<file path="src/rtl/dtree_seq_if.sv">
// Handshake bundle between the byte-stream source / result sink and the
// decision-tree feature sequencer.
//   in_data/in_valid/in_ready    : feature byte stream into the sequencer
//   res_valid/res_ready/res_class: classification result out of the sequencer
//   res_tag                      : sample index, only when DTREE_SEQ_SAMPLE_TAG_EN is defined
// modport master: environment side (byte source + result sink)
// modport slave : sequencer side
interface dtree_seq_if #(
    parameter int unsigned FEAT_W = 8,
    parameter int unsigned CLS_W  = 1
);
    logic [FEAT_W-1:0] in_data;
    logic              in_valid;
    logic              in_ready;
    logic              res_valid;
    logic              res_ready;
    logic [CLS_W-1:0]  res_class;
`ifdef DTREE_SEQ_SAMPLE_TAG_EN
    logic [15:0]       res_tag;

    modport master (output in_data, in_valid, res_ready,
                    input  in_ready, res_valid, res_class, res_tag);
    modport slave  (input  in_data, in_valid, res_ready,
                    output in_ready, res_valid, res_class, res_tag);
`else
    modport master (output in_data, in_valid, res_ready,
                    input  in_ready, res_valid, res_class);
    modport slave  (input  in_data, in_valid, res_ready,
                    output in_ready, res_valid, res_class);
`endif
endinterface

</file>
<file path="src/rtl/dtree_feature_sequencer.sv">
// Front-end for the combinational decision-tree classifier: assembles one
// sample from a byte stream, holds X0..X4 stable for SETTLE_CYC clocks,
// then captures tree_out as the class and offers it on a valid/ready port.
// The next sample is collected while the current one is evaluated or held.
// Ports:
//   clk, rst  : rising-edge clock, synchronous active-high reset
//   bus       : dtree_seq_if.slave (byte input + result output handshakes)
//   X0..X4    : registered features driven to the tree inputs
//   tree_out  : class output of the tree (combinational from X0..X4)
// Option macro DTREE_SEQ_SAMPLE_TAG_EN: adds bus.res_tag, a 16-bit sample
// index latched at commit (wraps 0xFFFF -> 0x0000).
module dtree_feature_sequencer #(
    parameter int unsigned N_FEAT     = 5,
    parameter int unsigned FEAT_W     = 8,
    parameter int unsigned SETTLE_CYC = 2,
    parameter int unsigned CLS_W      = 1
) (
    input  logic              clk,
    input  logic              rst,
    dtree_seq_if.slave        bus,
    output logic [FEAT_W-1:0] X0,
    output logic [FEAT_W-1:0] X1,
    output logic [FEAT_W-1:0] X2,
    output logic [FEAT_W-1:0] X3,
    output logic [FEAT_W-1:0] X4,
    input  logic [CLS_W-1:0]  tree_out
);
    localparam int unsigned CNT_W = $clog2(N_FEAT + 1);
    localparam int unsigned SET_W = 4;

    typedef enum logic [1:0] {S_IDLE, S_SETTLE, S_RESULT} state_t;

    state_t             state, state_nxt;
    logic [CNT_W-1:0]   byte_cnt;
    logic [SET_W-1:0]   settle_cnt;
    logic [FEAT_W-1:0]  feat_buf [N_FEAT];
    logic [FEAT_W-1:0]  x_q      [N_FEAT];
    logic               res_valid_q;
    logic [CLS_W-1:0]   res_class_q;
    logic               buf_full;
    logic               accept;
    logic               commit;
    logic               capture;
    logic               release_res;

    assign buf_full     = (byte_cnt == CNT_W'(N_FEAT));
    // in_ready is held low by reset itself, not only by the cleared counter
    assign bus.in_ready = !rst && (byte_cnt < CNT_W'(N_FEAT));
    assign accept       = bus.in_valid && bus.in_ready;

    // Next-state and per-cycle action strobes
    always_comb begin
        state_nxt   = state;
        commit      = 1'b0;
        capture     = 1'b0;
        release_res = 1'b0;
        unique case (state)
            S_IDLE: begin
                if (buf_full) begin
                    commit    = 1'b1;
                    state_nxt = S_SETTLE;
                end
            end
            S_SETTLE: begin
                if (settle_cnt == '0) begin
                    capture   = 1'b1;
                    state_nxt = S_RESULT;
                end
            end
            S_RESULT: begin
                if (bus.res_ready) begin
                    release_res = 1'b1;
                    // a waiting full buffer commits on the same edge, skipping IDLE
                    if (buf_full) begin
                        commit    = 1'b1;
                        state_nxt = S_SETTLE;
                    end else begin
                        state_nxt = S_IDLE;
                    end
                end
            end
            default: state_nxt = S_IDLE;
        endcase
    end

    // State register and datapath
    always_ff @(posedge clk) begin
        if (rst) begin
            state       <= S_IDLE;
            byte_cnt    <= '0;
            settle_cnt  <= '0;
            res_valid_q <= 1'b0;
            res_class_q <= '0;
            feat_buf    <= '{default: '0};
            x_q         <= '{default: '0};
        end else begin
            state <= state_nxt;

            // accept and commit are mutually exclusive: commit needs buf_full
            if (accept) begin
                feat_buf[byte_cnt] <= bus.in_data;
                byte_cnt           <= byte_cnt + CNT_W'(1);
            end

            if (commit) begin
                x_q        <= feat_buf;
                byte_cnt   <= '0;
                settle_cnt <= SET_W'(SETTLE_CYC - 1);
            end else if (state == S_SETTLE && settle_cnt != '0) begin
                settle_cnt <= settle_cnt - SET_W'(1);
            end

            if (capture) begin
                res_class_q <= tree_out;
                res_valid_q <= 1'b1;
            end else if (release_res) begin
                res_valid_q <= 1'b0;
            end
        end
    end

`ifdef DTREE_SEQ_SAMPLE_TAG_EN
    logic [15:0] sample_cnt;
    logic [15:0] tag_q;

    // Sample index: value before the increment is the tag of this commit
    always_ff @(posedge clk) begin
        if (rst) begin
            sample_cnt <= '0;
            tag_q      <= '0;
        end else if (commit) begin
            tag_q      <= sample_cnt;
            sample_cnt <= sample_cnt + 16'd1;
        end
    end

    assign bus.res_tag = tag_q;
`endif

    assign bus.res_valid = res_valid_q;
    assign bus.res_class = res_class_q;
    assign X0 = x_q[0];
    assign X1 = x_q[1];
    assign X2 = x_q[2];
    assign X3 = x_q[3];
    assign X4 = x_q[4];
endmodule

</file>
<file path="src/flat_wrapper.sv">
// flat-port wrapper written by rule: the top's interface ports become plain ports
module dtree_feature_sequencer_flat 
#(
    parameter int unsigned N_FEAT     = 5,
    parameter int unsigned FEAT_W     = 8,
    parameter int unsigned SETTLE_CYC = 2,
    parameter int unsigned CLS_W      = 1
)
  (clk, rst, X0, X1, X2, X3, X4, tree_out, bus_in_data, bus_in_valid, bus_res_ready, bus_in_ready, bus_res_valid, bus_res_class);
  dtree_seq_if #(.FEAT_W(FEAT_W), .CLS_W(CLS_W)) bus_i ();
  input  logic clk;
  input  logic rst;
  output logic [FEAT_W-1:0] X0;
  output logic [FEAT_W-1:0] X1;
  output logic [FEAT_W-1:0] X2;
  output logic [FEAT_W-1:0] X3;
  output logic [FEAT_W-1:0] X4;
  input  logic [CLS_W-1:0] tree_out;
  input wire logic [$bits(bus_i.in_data)-1:0] bus_in_data;
  input wire logic [$bits(bus_i.in_valid)-1:0] bus_in_valid;
  input wire logic [$bits(bus_i.res_ready)-1:0] bus_res_ready;
  output wire logic [$bits(bus_i.in_ready)-1:0] bus_in_ready;
  output wire logic [$bits(bus_i.res_valid)-1:0] bus_res_valid;
  output wire logic [$bits(bus_i.res_class)-1:0] bus_res_class;
  assign bus_i.in_data = bus_in_data;
  assign bus_i.in_valid = bus_in_valid;
  assign bus_i.res_ready = bus_res_ready;
  assign bus_in_ready = bus_i.in_ready;
  assign bus_res_valid = bus_i.res_valid;
  assign bus_res_class = bus_i.res_class;
  dtree_feature_sequencer #(.N_FEAT(N_FEAT), .FEAT_W(FEAT_W), .SETTLE_CYC(SETTLE_CYC), .CLS_W(CLS_W)) u_core (.clk(clk), .rst(rst), .bus(bus_i), .X0(X0), .X1(X1), .X2(X2), .X3(X3), .X4(X4), .tree_out(tree_out));
endmodule
</file>
<file path="config.mk">
export PLATFORM = sky130hd
export DESIGN_NAME = dtree_feature_sequencer_flat
export DESIGN_NICKNAME = d
export VERILOG_FILES = /design/src/rtl/dtree_seq_if.sv /design/src/rtl/dtree_feature_sequencer.sv /design/src/flat_wrapper.sv
export SDC_FILE = /design/constraint.sdc
export NUM_CORES = 1
export LEC_CHECK = 0
export BUFFER_PORTS_ARGS = -buffer_cell sky130_fd_sc_hd__clkbuf_2
export CORE_UTILIZATION = 55
export CTS_CLUSTER_SIZE = 14
export DETAILED_ROUTE_END_ITERATION = 12
export PLACE_DENSITY = 0.83
export SKIP_LAST_GASP = 1
export SLEW_MARGIN = 30
export SYNTH_ARGS = -nofsm -noshare
export SYNTH_HDL_FRONTEND = slang
export SYNTH_SLANG_ARGS = --single-unit
</file>
<file path="constraint.sdc">
create_clock -name clk -period 4.95 [get_ports clk]
set_clock_uncertainty 0.1 [all_clocks]
set_input_delay 0.99 -clock clk [delete_from_list [all_inputs] [get_ports clk]]
set_output_delay 0.99 -clock clk [all_outputs]
set_load 0.05 [all_outputs]
</file>
==> qor.txt <==
Ant diodes: 0
Status: finished with violations
Share of cells above drive strength 1: 18.6%
Final worst path period share: 63.4%
Avg Cell Area, Syn: 8.40 sq um
Global-route wire length before repair: 13800 um
Final setup violation count: 0
I/O pin total: 56
Max capacitance violation total: 0
CP dominant cell by count: clkbuf_2
Family with the most delay on the worst path: buffers and inverters
TritonCTS buffer count: 9
Initial antenna violation count: 0
Cell count after synthesis: 439
Multi-input gate area: 1610 sq um
Root Driver: clkbuf_8
#FFs+latches synth: 91
Cts-stage hold buffer count: 0
DR vias/cell: 6.00
DRT Pass-1 Iters: 9
Worst slew margin: 39.3%
EDFF count, synth: 0
TritonCTS Sinks: 91
Core ar.: 6420 sq um
Final nets: 481
CTS clk-pin slew, worst paths: 80 ps
Failing checks: DRC
Type of origin of the critical path: input pin
PD cells: 326 nW/um^2
Vias: 3274
Die width: 83.9 um
Critical path class: in -> out
# rows: 29
Wire per inst: 15.1 um
Die footprint: 7030 sq um
Total gr overflow: 0
ANT nets after route: 0
Initial Utilization: 57.4%
Final HPWL DP: 5210 um
GPL Wtd Cong: 0.818
GRT Overall Usage: 24.7%
Cell Area, Synth: 3690 sq um
Period minus WS final: 3140 ps
Unique masters post-synth: 35
Slowest stage delay, CP: 460 ps
CTS-repair resized insts: 0
Setup bufs post-CTS: 0
Placed Area: 3860 sq um
Pleak: 1.41 nW
WHS: 366 ps
Fmax: 319 MHz
Top FF cell, synth: dfxtp_1
Max Buffers Root-to-Sink: 2
Worst slew pin tran: 910 ps
Required @ worst endpoint: 3860 ps
Max Fanout on Critical Path: 43
Synth Net Count: 455
H-tree depth: 3
Fillcell total: 541
Residual DRC: 12
Vias in the first global route: 2856
Register area: 1820 sq um
Worst vdd ir: 0.147 mV
CP max-delay cell: clkbuf_2
Layout area overhead: 10.3%
Crit-path cells: clkbuf_2, a21oi_1, clkbuf_2
CP Capture Type: output pin
Worst Hold Class: reg -> reg
Final hold violations: 0
Initial drt markers: 308
RSZ-0062 raised after global routing: false
Ys async rst share: 0%
TNS Setup: 0 ps
Die Y: 83.9 um
Buffer and inverter count on the worst path: 2
IO buf count: 55
Post-synthesis sequential area ratio: 49.4%
Total Wirelength: 8230 um
Synth warn: 0
Fin area: 4070 sq um
Max-slew violations: 0
Clock latency on the worst-skew pair: 360 ps
Arr. time, crit path: 2050 ps
Largest net degree at the start of global routing: 50
TritonCTS clock tree: built
## routing by layer
layer | GRT usage, % | wire [um] | up-vias
met5 | 0 | 0 | -
met4 | 12.9 | 170 | 0
met3 | 3.76 | 374 | 14
met2 | 37.8 | 3750 | 93
met1 | 33.7 | 3930 | 1537
li1 | - | - | 1630
## placed cells by master, fill, tap and decap left out, types with 2 or more instances in the layout
cell and instances:
nand2b_1 3, o21ai_0 57, clkinv_2 2, or3b_4 2, a211oi_1 2, nor2b_1 2
a21o_1 2, o21ai_2 2, clkbuf_8 11, nand2_1 6, nor2_1 3, buf_4 4
ha_1 3, inv_1 4, o21ai_1 22, a21oi_1 91, and3b_1 2, dfxtp_1 91
nand3b_1 4, clkbuf_2 55, or3b_2 2, nor2b_2 2, nand3_1 83
## flip-flops by register name, indices dropped and copies added (netlist names)
name / count
u_core.X4: 8
u_core.X3: 8
u_core.bus.res_valid: 1
u_core.byte_cnt: 3
u_core.bus.res_class: 1
u_core.X2: 8
u_core.feat_buf: 40
u_core.settle_cnt: 4
u_core.state: 2
u_core.X0: 8
u_core.X1: 8
## path summary, 6_finish.rpt
kind / startpoint / endpoint / slack, ps / cells past startpoint
setup / recovery: rst / bus_in_ready / 1810 / 3
hold / removal: u_core.bus.res_valid / u_core.bus.res_valid / 370 / 2
setup reg to reg: u_core.byte_cnt[0] / u_core.X3[7] / 2790 / 5
hold reg to reg: u_core.bus.res_valid / u_core.bus.res_valid / 370 / 2
## synthesized netlist by cell type, types with 2 or more instances
cell type / instances / share of area, %
a211oi_1: 2 / 0.41
a21o_1: 2 / 0.41
a21oi_1: 91 / 12
and3b_1: 2 / 0.48
buf_1: 2 / 0.20
buf_2: 16 / 2.2
buf_4: 4 / 0.81
buf_6: 5 / 1.5
clkbuf_1: 17 / 1.7
dfxtp_1: 91 / 49
ha_1: 3 / 1.0
inv_1: 4 / 0.41
nand2_1: 6 / 0.61
nand2b_1: 3 / 0.51
nand3_1: 83 / 11
nand3b_1: 4 / 0.81
nor2_1: 3 / 0.31
nor2b_1: 4 / 0.68
o21ai_0: 57 / 7.7
o21ai_1: 22 / 3.0
o21ai_2: 2 / 0.48
or3b_2: 2 / 0.48
or3b_4: 2 / 0.61
## cells by family (layout without fill, tap and decap cells)
logic type / count (synthesis) / after routing / synth area share, %
compound gates: 181 / 181 / 25.5
simple gates: 115 / 115 / 17.1
flops: 91 / 91 / 49.4
buf+inv: 49 / 79 / 6.99
fa+ha+maj: 3 / 3 / 1.02
## metrics by stage
| stage | power, W | cells | utilization (%) | setup WS (ps) |
|---|---|---|---|---|
| 2_1_floorplan | 0.000818 | 439 | - | 1620 |
| 3_3_place_gp | 0.000831 | 530 | 59.9 | 1800 |
| 3_5_place_dp | 0.000833 | 531 | 60.2 | 1710 |
| 4_1_cts | 0.00133 | 546 | 63.3 | 1790 |
| 5_1_grt | 0.00137 | 546 | 63.3 | 1700 |
| 6_report | 0.00133 | 546 | 63.3 | 1810 |
## tightest hold or removal path, cell delays in order, from the launching register on
cell and delay (ps):
dfxtp_1 320, nand2_1 50, a21oi_1 50
## power breakdown
group | switching (W) | internal, W | leakage (nW) | total [W]
combinational | 0.0000530 | 0.0000176 | 0.575 | 0.0000706
clock | 0.000251 | 0.000258 | 0.106 | 0.000509
sequential | 0.00000740 | 0.000739 | 0.734 | 0.000746
## area by class of cell
type | count | share of cell area, %
clock inverters | 4 | 1.20
well taps | 77 | 2.37
clock buffers | 11 | 3.72
flip-flops and latches | 91 | 44.8
inverters | 4 | 0.369
multi-input cells | 299 | 39.6
repair buffers | 60 | 7.88
(Power assumes the default switching activity.)
